==> src/rtl/bfcpu_bus_sequencer_if.sv <==
// CPU-side request and host-side pin bus signals of the BF CPU bus sequencer.
// master is the CPU plus host environment; slave is the sequencer.
interface bfcpu_bus_sequencer_if;
    logic [15:0] addr;
    logic [7:0]  data_in;
    logic [7:0]  data_out;
    logic        mreq;
    logic [2:0]  mtype;
    logic        mdone;
    logic        ack;
    logic        rdy;
    logic [1:0]  bus_ctrl;
    logic [7:0]  bus_in;
    logic [7:0]  bus_out;

    modport master (
        output addr, data_in, mreq, mtype, ack, bus_in,
        input  data_out, mdone, rdy, bus_ctrl, bus_out
    );

    modport slave (
        input  addr, data_in, mreq, mtype, ack, bus_in,
        output data_out, mdone, rdy, bus_ctrl, bus_out
    );
endinterface

==> src/rtl/bfcpu_bus_sequencer.sv <==
// Serialises one CPU memory/IO request into rdy/ack handshaked beats on the
// shared 8-bit pin bus and returns the DATA_IN byte on data_out.
module bfcpu_bus_sequencer #(
    parameter int unsigned ACK_SYNC_STAGES = 2
) (
    input logic                  clk,
    input logic                  reset,
    bfcpu_bus_sequencer_if.slave bus
);
    localparam logic [2:0] T_RDATA = 3'd2;
    localparam logic [2:0] T_WDATA = 3'd3;
    localparam logic [2:0] T_WCHAR = 3'd5;

    localparam logic [1:0] B_ADDR_LO  = 2'd0;
    localparam logic [1:0] B_ADDR_HI  = 2'd1;
    localparam logic [1:0] B_DATA_OUT = 2'd2;
    localparam logic [1:0] B_DATA_IN  = 2'd3;

    typedef enum logic [2:0] {
        IDLE, BEAT_REQ, BEAT_REL, DONE, WAIT_REL
    } state_t;

    state_t                     state;
    logic [2:0]                 mtype_l;
    logic [15:0]                addr_l;
    logic [7:0]                 data_l;
    logic [ACK_SYNC_STAGES-1:0] ack_sync;
    logic                       ack_s;
    logic [1:0]                 first_kind;
    logic [1:0]                 next_kind;

    // ack is asynchronous to clk; only the last stage is used
    if (ACK_SYNC_STAGES == 1) begin : g_sync_one
        always_ff @(posedge clk) begin
            if (reset) ack_sync <= '0;
            else       ack_sync <= bus.ack;
        end
    end else begin : g_sync_many
        always_ff @(posedge clk) begin
            if (reset) ack_sync <= '0;
            else       ack_sync <= {ack_sync[ACK_SYNC_STAGES-2:0], bus.ack};
        end
    end
    assign ack_s = ack_sync[ACK_SYNC_STAGES-1];

    function automatic logic [7:0] beat_byte(logic [1:0] kind, logic [15:0] a, logic [7:0] d);
        case (kind)
            B_ADDR_LO:  return a[7:0];
            B_ADDR_HI:  return a[15:8];
            B_DATA_OUT: return d;
            default:    return 8'h00;
        endcase
    endfunction

    // Address-carrying types start at ADDR_LO; DATA_OUT/DATA_IN always end a sequence
    always_comb begin
        first_kind = B_DATA_IN;
        if (bus.mtype == T_RDATA || bus.mtype == T_WDATA) first_kind = B_ADDR_LO;
        else if (bus.mtype == T_WCHAR)                    first_kind = B_DATA_OUT;
        next_kind = B_ADDR_HI;
        if (bus.bus_ctrl == B_ADDR_HI)
            next_kind = (mtype_l == T_WDATA) ? B_DATA_OUT : B_DATA_IN;
    end

    always_ff @(posedge clk) begin
        if (reset) begin
            state        <= IDLE;
            mtype_l      <= '0;
            addr_l       <= '0;
            data_l       <= '0;
            bus.rdy      <= 1'b0;
            bus.mdone    <= 1'b0;
            bus.bus_ctrl <= '0;
            bus.bus_out  <= '0;
            bus.data_out <= '0;
        end else begin
            case (state)
                IDLE: begin
                    if (bus.mreq) begin
                        mtype_l <= bus.mtype;
                        addr_l  <= bus.addr;
                        data_l  <= bus.data_in;
                        if (bus.mtype[2:1] == 2'b11) begin
                            bus.mdone <= 1'b1;
                            state     <= DONE;
                        end else begin
                            bus.bus_ctrl <= first_kind;
                            bus.bus_out  <= beat_byte(first_kind, bus.addr, bus.data_in);
                            bus.rdy      <= 1'b1;
                            state        <= BEAT_REQ;
                        end
                    end
                end
                BEAT_REQ: begin
                    if (ack_s) begin
                        if (bus.bus_ctrl == B_DATA_IN) bus.data_out <= bus.bus_in;
                        bus.rdy <= 1'b0;
                        state   <= BEAT_REL;
                    end
                end
                BEAT_REL: begin
                    if (!ack_s) begin
                        if (bus.bus_ctrl[1]) begin
                            bus.mdone <= 1'b1;
                            state     <= DONE;
                        end else begin
                            bus.bus_ctrl <= next_kind;
                            bus.bus_out  <= beat_byte(next_kind, addr_l, data_l);
                            bus.rdy      <= 1'b1;
                            state        <= BEAT_REQ;
                        end
                    end
                end
                DONE: begin
                    bus.mdone <= 1'b0;
                    state     <= WAIT_REL;
                end
                WAIT_REL: begin
                    if (!bus.mreq) state <= IDLE;
                end
                default: state <= IDLE;
            endcase
        end
    end
endmodule

==> src/flat_wrapper.sv <==
// flat-port wrapper written by rule: the top's interface ports become plain ports
module bfcpu_bus_sequencer_flat 
#(
    parameter int unsigned ACK_SYNC_STAGES = 2
)
  (clk, reset, bus_addr, bus_data_in, bus_mreq, bus_mtype, bus_ack, bus_bus_in, bus_data_out, bus_mdone, bus_rdy, bus_bus_ctrl, bus_bus_out);
  bfcpu_bus_sequencer_if bus_i ();
  input logic clk;
  input logic reset;
  input wire logic [$bits(bus_i.addr)-1:0] bus_addr;
  input wire logic [$bits(bus_i.data_in)-1:0] bus_data_in;
  input wire logic [$bits(bus_i.mreq)-1:0] bus_mreq;
  input wire logic [$bits(bus_i.mtype)-1:0] bus_mtype;
  input wire logic [$bits(bus_i.ack)-1:0] bus_ack;
  input wire logic [$bits(bus_i.bus_in)-1:0] bus_bus_in;
  output wire logic [$bits(bus_i.data_out)-1:0] bus_data_out;
  output wire logic [$bits(bus_i.mdone)-1:0] bus_mdone;
  output wire logic [$bits(bus_i.rdy)-1:0] bus_rdy;
  output wire logic [$bits(bus_i.bus_ctrl)-1:0] bus_bus_ctrl;
  output wire logic [$bits(bus_i.bus_out)-1:0] bus_bus_out;
  assign bus_i.addr = bus_addr;
  assign bus_i.data_in = bus_data_in;
  assign bus_i.mreq = bus_mreq;
  assign bus_i.mtype = bus_mtype;
  assign bus_i.ack = bus_ack;
  assign bus_i.bus_in = bus_bus_in;
  assign bus_data_out = bus_i.data_out;
  assign bus_mdone = bus_i.mdone;
  assign bus_rdy = bus_i.rdy;
  assign bus_bus_ctrl = bus_i.bus_ctrl;
  assign bus_bus_out = bus_i.bus_out;
  bfcpu_bus_sequencer #(.ACK_SYNC_STAGES(ACK_SYNC_STAGES)) u_core (.clk(clk), .reset(reset), .bus(bus_i));
endmodule
==> config.mk <==
export PLATFORM = sky130hd
export DESIGN_NAME = bfcpu_bus_sequencer_flat
export DESIGN_NICKNAME = d
export VERILOG_FILES = /design/src/rtl/bfcpu_bus_sequencer_if.sv /design/src/rtl/bfcpu_bus_sequencer.sv /design/src/flat_wrapper.sv
export SDC_FILE = /design/constraint.sdc
export NUM_CORES = 1
export LEC_CHECK = 0
export ABC_AREA = 0
export CAP_MARGIN = 20
export CORE_ASPECT_RATIO = 1.75
export CORE_UTILIZATION = 40
export CTS_CLUSTER_SIZE = 12
export DETAILED_ROUTE_END_ITERATION = 10
export PLACE_DENSITY = 0.76
export SYNTH_ARGS = -nofsm -noshare
export SYNTH_HDL_FRONTEND = slang
export SYNTH_SLANG_ARGS = --single-unit
==> constraint.sdc <==
create_clock -name clk -period 3.7 [get_ports clk]
set_input_delay 0.37 -clock clk [delete_from_list [all_inputs] [get_ports clk]]
set_output_delay 0.37 -clock clk [all_outputs]
set_load 0.1 [all_outputs]
Word-level counts from Yosys, hierarchy flattened
Index checks and enable logic that the tools add are counted.
Widths: inputs -> output; s select.
{"block": "classes", "div": 0, "order_cmp": 0, "reduce_logical": 14, "eq_ne": 23, "n_addsub": 0, "n_mux": 34, "bitwise_logic": 0, "mul": 0, "shift": 0}
{"op": "$pmux 8 s3", "n": 2}
{"op": "$mux 8", "n": 4}
{"op": "$mux 2", "n": 8}
{"op": "$pmux 8 s2", "n": 1}
{"op": "$eq 3x2->1 const B", "n": 5}
{"op": "$pmux 3 s5", "n": 1}
{"op": "$mux 3", "n": 4}
{"op": "$mux 1", "n": 11}
{"op": "$ne 2x2->1 const B", "n": 5}
{"op": "$reduce_and 5->1", "n": 2}
{"op": "$eq 2x2->1 const B", "n": 4}
{"op": "$reduce_and 4->1", "n": 2}
{"op": "$eq 2x1->1 const B", "n": 3}
{"op": "$eq 3x3->1 const B", "n": 2}
{"op": "$ne 2x1->1 const B", "n": 3}
{"op": "$pmux 1 s3", "n": 2}
{"op": "$reduce_and 6->1", "n": 1}
{"op": "$reduce_bool 3->1", "n": 2}
{"op": "$logic_not 2->1", "n": 2}
{"op": "$pmux 2 s2", "n": 1}
{"op": "$eq 3x1->1 const B", "n": 1}
{"op": "$logic_not 3->1", "n": 1}
{"op": "$reduce_and 3->1", "n": 1}
{"op": "$reduce_and 2->1", "n": 1}
{"op": "2 further kinds", "n": 2}
{"block": "word_totals", "input_bits": 39, "regBits": 52, "ram_bits": 0, "mem_bits_ro": 0, "out_inout_bits": 20, "latchBits": 0, "n_memories": 0, "wordCells": 82}

Longest topological paths before layout
Gate-level depths: netlist of run 1.
{"block": "logic_depth", "word_depth": 8, "ltp_mapped": 6, "ltp_nobuf": 4}

Least setup slack after synthesis of run 1
No wires, ideal clock.
{"block": "synth_path", "kind": "flip-flop to flip-flop", "startpoint": "register u_core.bus.bus_ctrl[0]", "endpoint": "register u_core.bus.bus_out[4]", "n_path_buf": 0, "required_ps": 3609, "setup_time_ps": 91, "arrival_ps": 2085, "period_less_slack_ps": 2176, "path_slack_ps": 1524, "stages_incl_launch_ff": 5, "path_cell_list": "dfxtp_1 > nand4b_1 > nor4b_4 > nand2_1 > a311oi_1"}
{"block": "synth_via", "elab_chain_len": 7, "word_cells_on_any_way": 9, "classes_between": "eq/ne (3); mux (5); reduce/logical (1)"}
{"element": "from (decl)", "line_no": "bfcpu_bus_sequencer_if.sv:23", "source": "output data_out, mdone, rdy, bus_ctrl, bus_out"}
{"element": "from (signal assigned)", "line_no": "bfcpu_bus_sequencer.sv:87", "source": "bus.bus_ctrl <= first_kind;"}
{"element": "from (signal assigned)", "line_no": "bfcpu_bus_sequencer.sv:107", "source": "bus.bus_ctrl <= next_kind;"}
{"element": "$eq 2x1->1 (*)", "line_no": "bfcpu_bus_sequencer.sv:61", "source": "if (bus.bus_ctrl == B_ADDR_HI)"}
{"element": "$mux 2 (*)", "line_no": "bfcpu_bus_sequencer.sv:61"}
{"element": "$eq 2x2->1 (tied with other cells)", "line_no": "bfcpu_bus_sequencer.sv:47", "source": "case (kind)"}
{"element": "$pmux 8 s3 (*)", "line_no": "bfcpu_bus_sequencer.sv:47"}
{"element": "$mux 8 (*)", "line_no": "bfcpu_bus_sequencer.sv:103", "source": "if (bus.bus_ctrl[1]) begin"}
{"element": "$mux 8 (*)", "line_no": "bfcpu_bus_sequencer.sv:102", "source": "if (!ack_s) begin"}
{"element": "$pmux 8 s2 (*)", "line_no": "bfcpu_bus_sequencer.sv:77", "source": "case (state)"}
{"element": "to (signal assigned)", "line_no": "bfcpu_bus_sequencer.sv:88", "source": "bus.bus_out <= beat_byte(first_kind, bus.addr, bus.data_in);"}
{"element": "to (signal assigned)", "line_no": "bfcpu_bus_sequencer.sv:108", "source": "bus.bus_out <= beat_byte(next_kind, addr_l, data_l);"}
{"element": "to (decl)", "line_no": "bfcpu_bus_sequencer_if.sv:23"}
Mark *: on every way between the ends. The rest lies on a longest branch, timed or not. The select of a mux whose other input is x is not followed.
A chain may end at the register's enable or synchronous reset.

Worst setup path after layout of run 1
{"block": "layout_path", "startpoint": "register u_core.bus.bus_ctrl[1]", "endpoint": "output bus_bus_ctrl[1]"}
{"element": "to (decl)", "line_no": "flat_wrapper.sv:19", "source": "output wire logic [$bits(bus_i.bus_ctrl)-1:0] bus_bus_ctrl;"}
No word-level cell between the ends.

==> impl_metrics.env, run 1 <==
export IMPL_design_area_mm2=0.00259
export IMPL_post_cts_buffers=0
export IMPL_synth_top_family_by_area="simple AND/OR/NAND/NOR gates"
export IMPL_rrSetupSlack_ps=1480
export IMPL_hold_violations=0
export IMPL_fin_crit_sh=0.643
export IMPL_slew_viol_final=0
export IMPL_power_leakage_nw=0.889
export IMPL_nFillCells=452
export IMPL_synth_xor_area_frac=0
export IMPL_ys_seq_area_frac=0.453
export IMPL_cts_root_to_sink_buffers=2
export IMPL_totalWireLength_um=4910
export IMPL_worstHoldEndpoint="u_core.ack_sync[1]"
export IMPL_crit_chain="clkdlybuf4s50_1"
export IMPL_cts_clk_slew_worst_paths_ps=80
export IMPL_setup_tns_final_ps=0
export IMPL_grt_overflow=0
export IMPL_dp_final_hpwl_um=3560
export IMPL_cap_viol_max_count=0
export IMPL_die_w_um=54.7
export IMPL_pwr_share_clk=0.218
export IMPL_setup_viol_count_final=0
export IMPL_dr_total_vias=1801
export IMPL_final_layout_size_suffix_gt1_frac=0.0473
export IMPL_clkSinkCount=44
export IMPL_numCtsBuffers=5
export IMPL_clock_skew_ps=5.28
export IMPL_worstSetupEndpointType="output port"
export IMPL_synth_simple_area_share=0.241
export IMPL_synth_fa_ha_area_frac=0
export IMPL_synth_distinct_cells=36
export IMPL_power_frac_seq=0.439
export IMPL_worstSetupPathType="flop to output port"
export IMPL_finalCriticalPeriod_ps=2380
export IMPL_num_antenna_cells=0
export IMPL_synth_seq_cells=44
export IMPL_cts_resized=0
export IMPL_worst_slew_pin_slew_ps=993
export IMPL_finalPower_mw=1.31
export IMPL_die_h_um=94.2
export IMPL_synth_yosys_warnings=0
export IMPL_htreeDepth=2
export IMPL_synthCells=226
export IMPL_rows=33
export IMPL_insertion_delay_ps=290
export IMPL_outcome="completed"
export IMPL_dpl_cell_area_mm2=0.00251
export IMPL_cts_hold_buffers=0
export IMPL_grt_pass1_vias=1712
export IMPL_finalNetCount=314
export IMPL_die_area_mm2=0.00515
export IMPL_syn_area_per_cell_um2=8.60
export IMPL_critPathTopFamily="buffers and inverters"
export IMPL_p_comb_frac=0.343
export IMPL_synthMuxAreaShare=0.0463
export IMPL_syn_area_mm2=0.00194
export IMPL_grt_max_degree=28
export IMPL_port_buffers=58
export IMPL_synth_compound_area_frac=0.205
export IMPL_drt_pass1_iter_count=4
export IMPL_min_from="u_core.ack_sync[0]"
export IMPL_antenna_found_initial=0
export IMPL_routabilityCongestion=0.844
export IMPL_drt_iter0_markers=117
export IMPL_tritoncts="built"
export IMPL_p_int_mw=0.796
export IMPL_synth_nets=265
export IMPL_start_util=0.417
export IMPL_critPathRequiredTime_ps=3330
export IMPL_grt_pass1_wl_um=7960
export IMPL_power_density_mw_per_mm2=505
export IMPL_rsz0062_at_grt="no"
export IMPL_slew_headroom=0.336
export IMPL_critPathLaunchType="flop"
export IMPL_root_buffer="clkbuf_8"
export IMPL_power_switching_mw=0.513
export IMPL_utilization=0.556
export IMPL_worstPathArrival_ps=2010
export IMPL_cp_max_fo=7
export IMPL_area_growth_pct=33.3
export IMPL_core_area_mm2=0.00467
export IMPL_io_pin_count=59
export IMPL_ir_drop_uv=321
export IMPL_viasPerCell=5.51
export IMPL_max_freq_mhz=420
export IMPL_rr_worst_depth=4
export IMPL_wl_per_cell_um=15.0
export IMPL_drc=0
export IMPL_critPathBufInv=1
export IMPL_crit_slowest_cell="clkdlybuf4s50_1"
export IMPL_r2r_end="u_core.bus.bus_out[4]"
export IMPL_whs_path_depth=1
export IMPL_r2r_start="u_core.state[1]"
export IMPL_cpPeakStageDelay_ps=1200
export IMPL_antenna_left=0
export IMPL_hold_class="flop to flop"
export IMPL_swShare=0.392
export IMPL_grtUsageTotal=0.212
cells in the mapped netlist:
| library cell | n | area share |
|---|---|---|
| nor3_1 | 1 | 0.0026 |
| nor4b_1 | 1 | 0.0045 |
| and2_1 | 2 | 0.0064 |
| nor2_1 | 14 | 0.027 |
| nand2_1 | 52 | 0.10 |
| o221ai_1 | 1 | 0.0045 |
| clkbuf_1 | 9 | 0.017 |
| nand3b_1 | 2 | 0.0077 |
| nand4b_1 | 3 | 0.014 |
| a21boi_0 | 1 | 0.0039 |
| mux2i_1 | 9 | 0.046 |
| inv_8 | 1 | 0.0058 |
| inv_1 | 3 | 0.0058 |
| nor2b_1 | 4 | 0.013 |
| nor4b_4 | 2 | 0.024 |
| buf_4 | 1 | 0.0039 |
| nor2_2 | 1 | 0.0032 |
| o21ai_1 | 1 | 0.0026 |
| nand2_2 | 1 | 0.0032 |
| a311oi_1 | 9 | 0.041 |
| or3b_1 | 1 | 0.0045 |
| nand2b_1 | 4 | 0.013 |
| o311a_1 | 1 | 0.0051 |
| a22oi_1 | 1 | 0.0039 |
| a211oi_1 | 2 | 0.0077 |
| a21oi_1 | 33 | 0.085 |
| nand3_1 | 1 | 0.0026 |
| and4_1 | 1 | 0.0045 |
| buf_6 | 1 | 0.0058 |
| buf_2 | 6 | 0.015 |
| o21a_1 | 1 | 0.0039 |
| a32oi_1 | 1 | 0.0045 |
| dfxtp_1 | 44 | 0.45 |
| a222oi_1 | 7 | 0.036 |
| nor4_4 | 1 | 0.011 |
| o21ai_0 | 3 | 0.0077 |
worst max-delay path by stage:
stage,start,endpoint,slack (ps),depth (start not counted)
after floorplan,u_core.bus.bus_ctrl[0],u_core.bus.bus_out[4],1520,4
after global placement,bus_mtype[1],u_core.bus.bus_out[4],1390,5
after detailed placement,bus_mtype[1],u_core.bus.bus_out[4],1310,5
after CTS,u_core.bus.bus_ctrl[1],bus_bus_ctrl[1],1320,1
after global routing,u_core.bus.bus_ctrl[1],bus_bus_ctrl[1],1270,1
final,u_core.bus.bus_ctrl[1],bus_bus_ctrl[1],1320,1
power groups by stage:
stage	registers, mW	clock network, mW	logic [mW]
finish	0.575	0.285	0.449
global route	0.581	0.311	0.480
CTS	0.574	0.291	0.451
detailed placement	0.585	0	0.449
global placement	0.584	0	0.445
floorplan	0.728	0	0.184
area by class of cell:
| cell class | instances | area [µm²] | area share |
|---|---|---|---|
| multi-input combinational | 161 | 958 | 0.370 |
| sequential | 44 | 881 | 0.340 |
| timing repair buffer | 59 | 588 | 0.227 |
| clock buffer | 6 | 72.6 | 0.0280 |
| tap | 52 | 65.1 | 0.0251 |
| inverter | 4 | 22.5 | 0.00869 |
| clock inverter | 1 | 5.00 | 0.00193 |
cell usage in the layout (no fill, tap or decap), drive strengths merged, types with 2 or more instances in the layout:
master	n
nand4b	3
inv	4
a222oi	7
nand2b	4
a21oi	33
a311oi	9
nor2	15
dfxtp	44
and2	2
nor4b	3
nand2	53
mux2i	9
o21ai	4
a211oi	2
clkbuf	6
clkdlybuf4s50	58
nor2b	4
nand3b	2
stage by stage:
step	setup slack [ps]	std cells	hold WS (ps)
3_3_place_gp	1390	320	426
3_5_place_dp	1310	320	435
2_1_floorplan	1520	226	414
4_1_cts	1320	327	458
5_1_grt	1270	327	475
6_report	1320	327	449
layer usage:
layer / GRT usage / share of wire / vias up
li1: - / - / 899
met1: 0.249 / 0.40 / 849
met2: 0.368 / 0.55 / 48
met3: 0.0388 / 0.031 / 5
met4: 0.0662 / 0.014 / 0
met5: 0 / 0 / -
kinds of logic after synthesis:
family,after synthesis
AND/OR/NAND/NOR,91
AO/OA/AOI/OAI,61
multiplexers,9
buffers and inverters,21
flip-flops,44
state kept, by name, indices dropped and copies added (netlist names):
name / flops
u_core.addr_l: 8
u_core.ack_sync: 2
u_core.bus.rdy: 1
u_core.bus.bus_out: 8
u_core.bus.bus_ctrl: 2
u_core.bus.mdone: 1
u_core.bus.data_out: 8
u_core.state: 3
u_core.mtype_l: 3
u_core.data_l: 8
Note: power is estimated with default switching activity, not from simulation.
==> run 2, diff against run 1 <==
==> constraint.sdc (replaced) <==
create_clock -name clk -period 2.2 [get_ports clk]
set_input_delay 0.22 -clock clk [delete_from_list [all_inputs] [get_ports clk]]
set_output_delay 0.22 -clock clk [all_outputs]
set_load 0.1 [all_outputs]
==> impl_metrics.env, run 2 (same netlist as run 1, synthesis figures left out) <==
export IMPL_placed_cells=332
export IMPL_clkSinkCount=44
export IMPL_nFillCells=437
export IMPL_cts_hold_buffers=0
export IMPL_crit_path_start="u_core.state[1]"
export IMPL_r2r_start="u_core.state[1]"
export IMPL_final_layout_size_suffix_gt1_frac=0.163
export IMPL_met2_usage=0.371
export IMPL_cts_resized=0
export IMPL_fin_crit_sh=0.762
export IMPL_insertion_delay_ps=290
export IMPL_die_w_um=54.7
export IMPL_power_switching_mw=0.879
export IMPL_grt_pass1_vias=1737
export IMPL_crit_slowest_cell="nor4b_4"
export IMPL_finalCriticalPeriod_ps=1680
export IMPL_dr_total_vias=1882
export IMPL_power_frac_seq=0.388
export IMPL_hold_class="flop to flop"
export IMPL_rsz0062_at_grt="no"
export IMPL_pwr_share_clk=0.274
export IMPL_die_area_mm2=0.00515
export IMPL_cts_clk_slew_worst_paths_ps=80
export IMPL_busiest_layer="met2"
export IMPL_tritoncts="built"
export IMPL_outcome="completed"
export IMPL_slew_headroom=0.663
export IMPL_finalPower_mw=2.43
export IMPL_core_area_mm2=0.00467
export IMPL_dp_slack_ps=376
export IMPL_totalWireLength_um=5110
export IMPL_swShare=0.362
export IMPL_multi_input_area_um2=958
export IMPL_clock_skew_ps=8.51
export IMPL_max_freq_mhz=596
export IMPL_p_int_mw=1.55
export IMPL_root_buffer="clkbuf_8"
export IMPL_cp_max_fo=8
export IMPL_num_antenna_cells=0
export IMPL_use_met1=0.250
export IMPL_routabilityCongestion=0.817
export IMPL_worst_slew_pin_slew_ps=504
export IMPL_cts_root_to_sink_buffers=2
export IMPL_dpl_cell_area_mm2=0.00257
export IMPL_slew_viol_final=0
export IMPL_critPathLaunchType="flop"
export IMPL_drt_iter0_markers=113
export IMPL_viasPerCell=5.54
export IMPL_dp_final_hpwl_um=3640
export IMPL_worstPathArrival_ps=1870
export IMPL_regArea_um2=881
export IMPL_antenna_left=0
export IMPL_setup_tns_final_ps=0
export IMPL_ir_drop_uv=605
export IMPL_min_from="u_core.ack_sync[0]"
export IMPL_grt_max_degree=44
export IMPL_cpPeakStageDelay_ps=550
export IMPL_critPathRequiredTime_ps=2400
export IMPL_worstSetupEndpointType="flop"
export IMPL_power_leakage_nw=1.01
export IMPL_power_density_mw_per_mm2=902
export IMPL_drc=0
export IMPL_instances_no_fill=340
export IMPL_htreeDepth=2
export IMPL_setup_viol_count_final=0
export IMPL_start_util=0.417
export IMPL_layout_common_cells="nand2_1 (52), dfxtp_1 (44), clkdlybuf4s50_1 (38)"
export IMPL_port_buffers=58
export IMPL_grt_use_met3=0.0372
export IMPL_layout_setup_ws_ps=523
export IMPL_antenna_found_initial=0
export IMPL_rows=33
export IMPL_design_area_mm2=0.00269
export IMPL_die_h_um=94.2
export IMPL_crit_chain="inv_1 -> nor4b_4 -> nand2_1 -> a311oi_1"
export IMPL_numCtsBuffers=5
export IMPL_hold_violations=0
export IMPL_grt_pass1_wl_um=8050
export IMPL_layout_commonest_cell="nand2_1"
export IMPL_area_growth_pct=38.5
export IMPL_finalNetCount=326
export IMPL_grt_overflow=0
export IMPL_worstSetupPathType="flop to flop"
export IMPL_drt_pass1_iter_count=4
export IMPL_post_cts_buffers=0
export IMPL_io_pin_count=59
export IMPL_wl_per_cell_um=15.0
export IMPL_p_comb_frac=0.338
export IMPL_cap_viol_max_count=0
export IMPL_grtUsageTotal=0.218
==> run 2: path summary, 6_finish.rpt <==
| check | endpoint | slack [ps] | cells after the start |
|---|---|---|---|
| worst max register to register | u_core.bus.bus_out[7] | 520 | 4 |
| worst min register to register | u_core.ack_sync[1] | 450 | 1 |
| worst max-delay path | u_core.bus.bus_out[7] | 520 | 4 |
| worst min-delay path | u_core.ack_sync[1] | 450 | 1 |
==> run 2: cell type report <==
type | instances | area share
clock buffer | 7 | 0.0358
clock inverter | 1 | 0.0111
inverter | 4 | 0.00836
multi-input combinational | 161 | 0.356
sequential | 44 | 0.327
tap | 52 | 0.0242
timing repair buffer | 71 | 0.238
==> run 2: routing by layer <==
layer	wire length [µm]	share of wire	vias up
met4	144	0.028	0
met1	1930	0.38	874
met3	288	0.056	12
met2	2740	0.54	73
li1	-	-	923
met5	0	0	-
==> run 2: power by group through the flow <==
| stage | sequential [mW] | clock (mW) | combinational (mW) |
|---|---|---|---|
| floorplan | 1.23 | 0 | 0.309 |
| global placement | 0.959 | 0 | 0.810 |
| detailed placement | 0.960 | 0 | 0.819 |
| CTS | 0.942 | 0.674 | 0.822 |
| global route | 0.952 | 0.716 | 0.874 |
| finish | 0.942 | 0.667 | 0.821 |
==> run 2: worst max-delay path: cells and delay by family, from the launching register on <==
kind	cells	cell delay (ps)
buf+inv	1	170
simple gates	2	660
flops	1	470
compound gates	1	290
==> run 2: metrics by stage <==
stage                     utilization  hold WS [ps]
after floorplan                     -           348
after global placement          0.550           421
after detailed placement        0.550           426
after CTS                       0.577           450
after global routing            0.577           479
final                           0.577           449
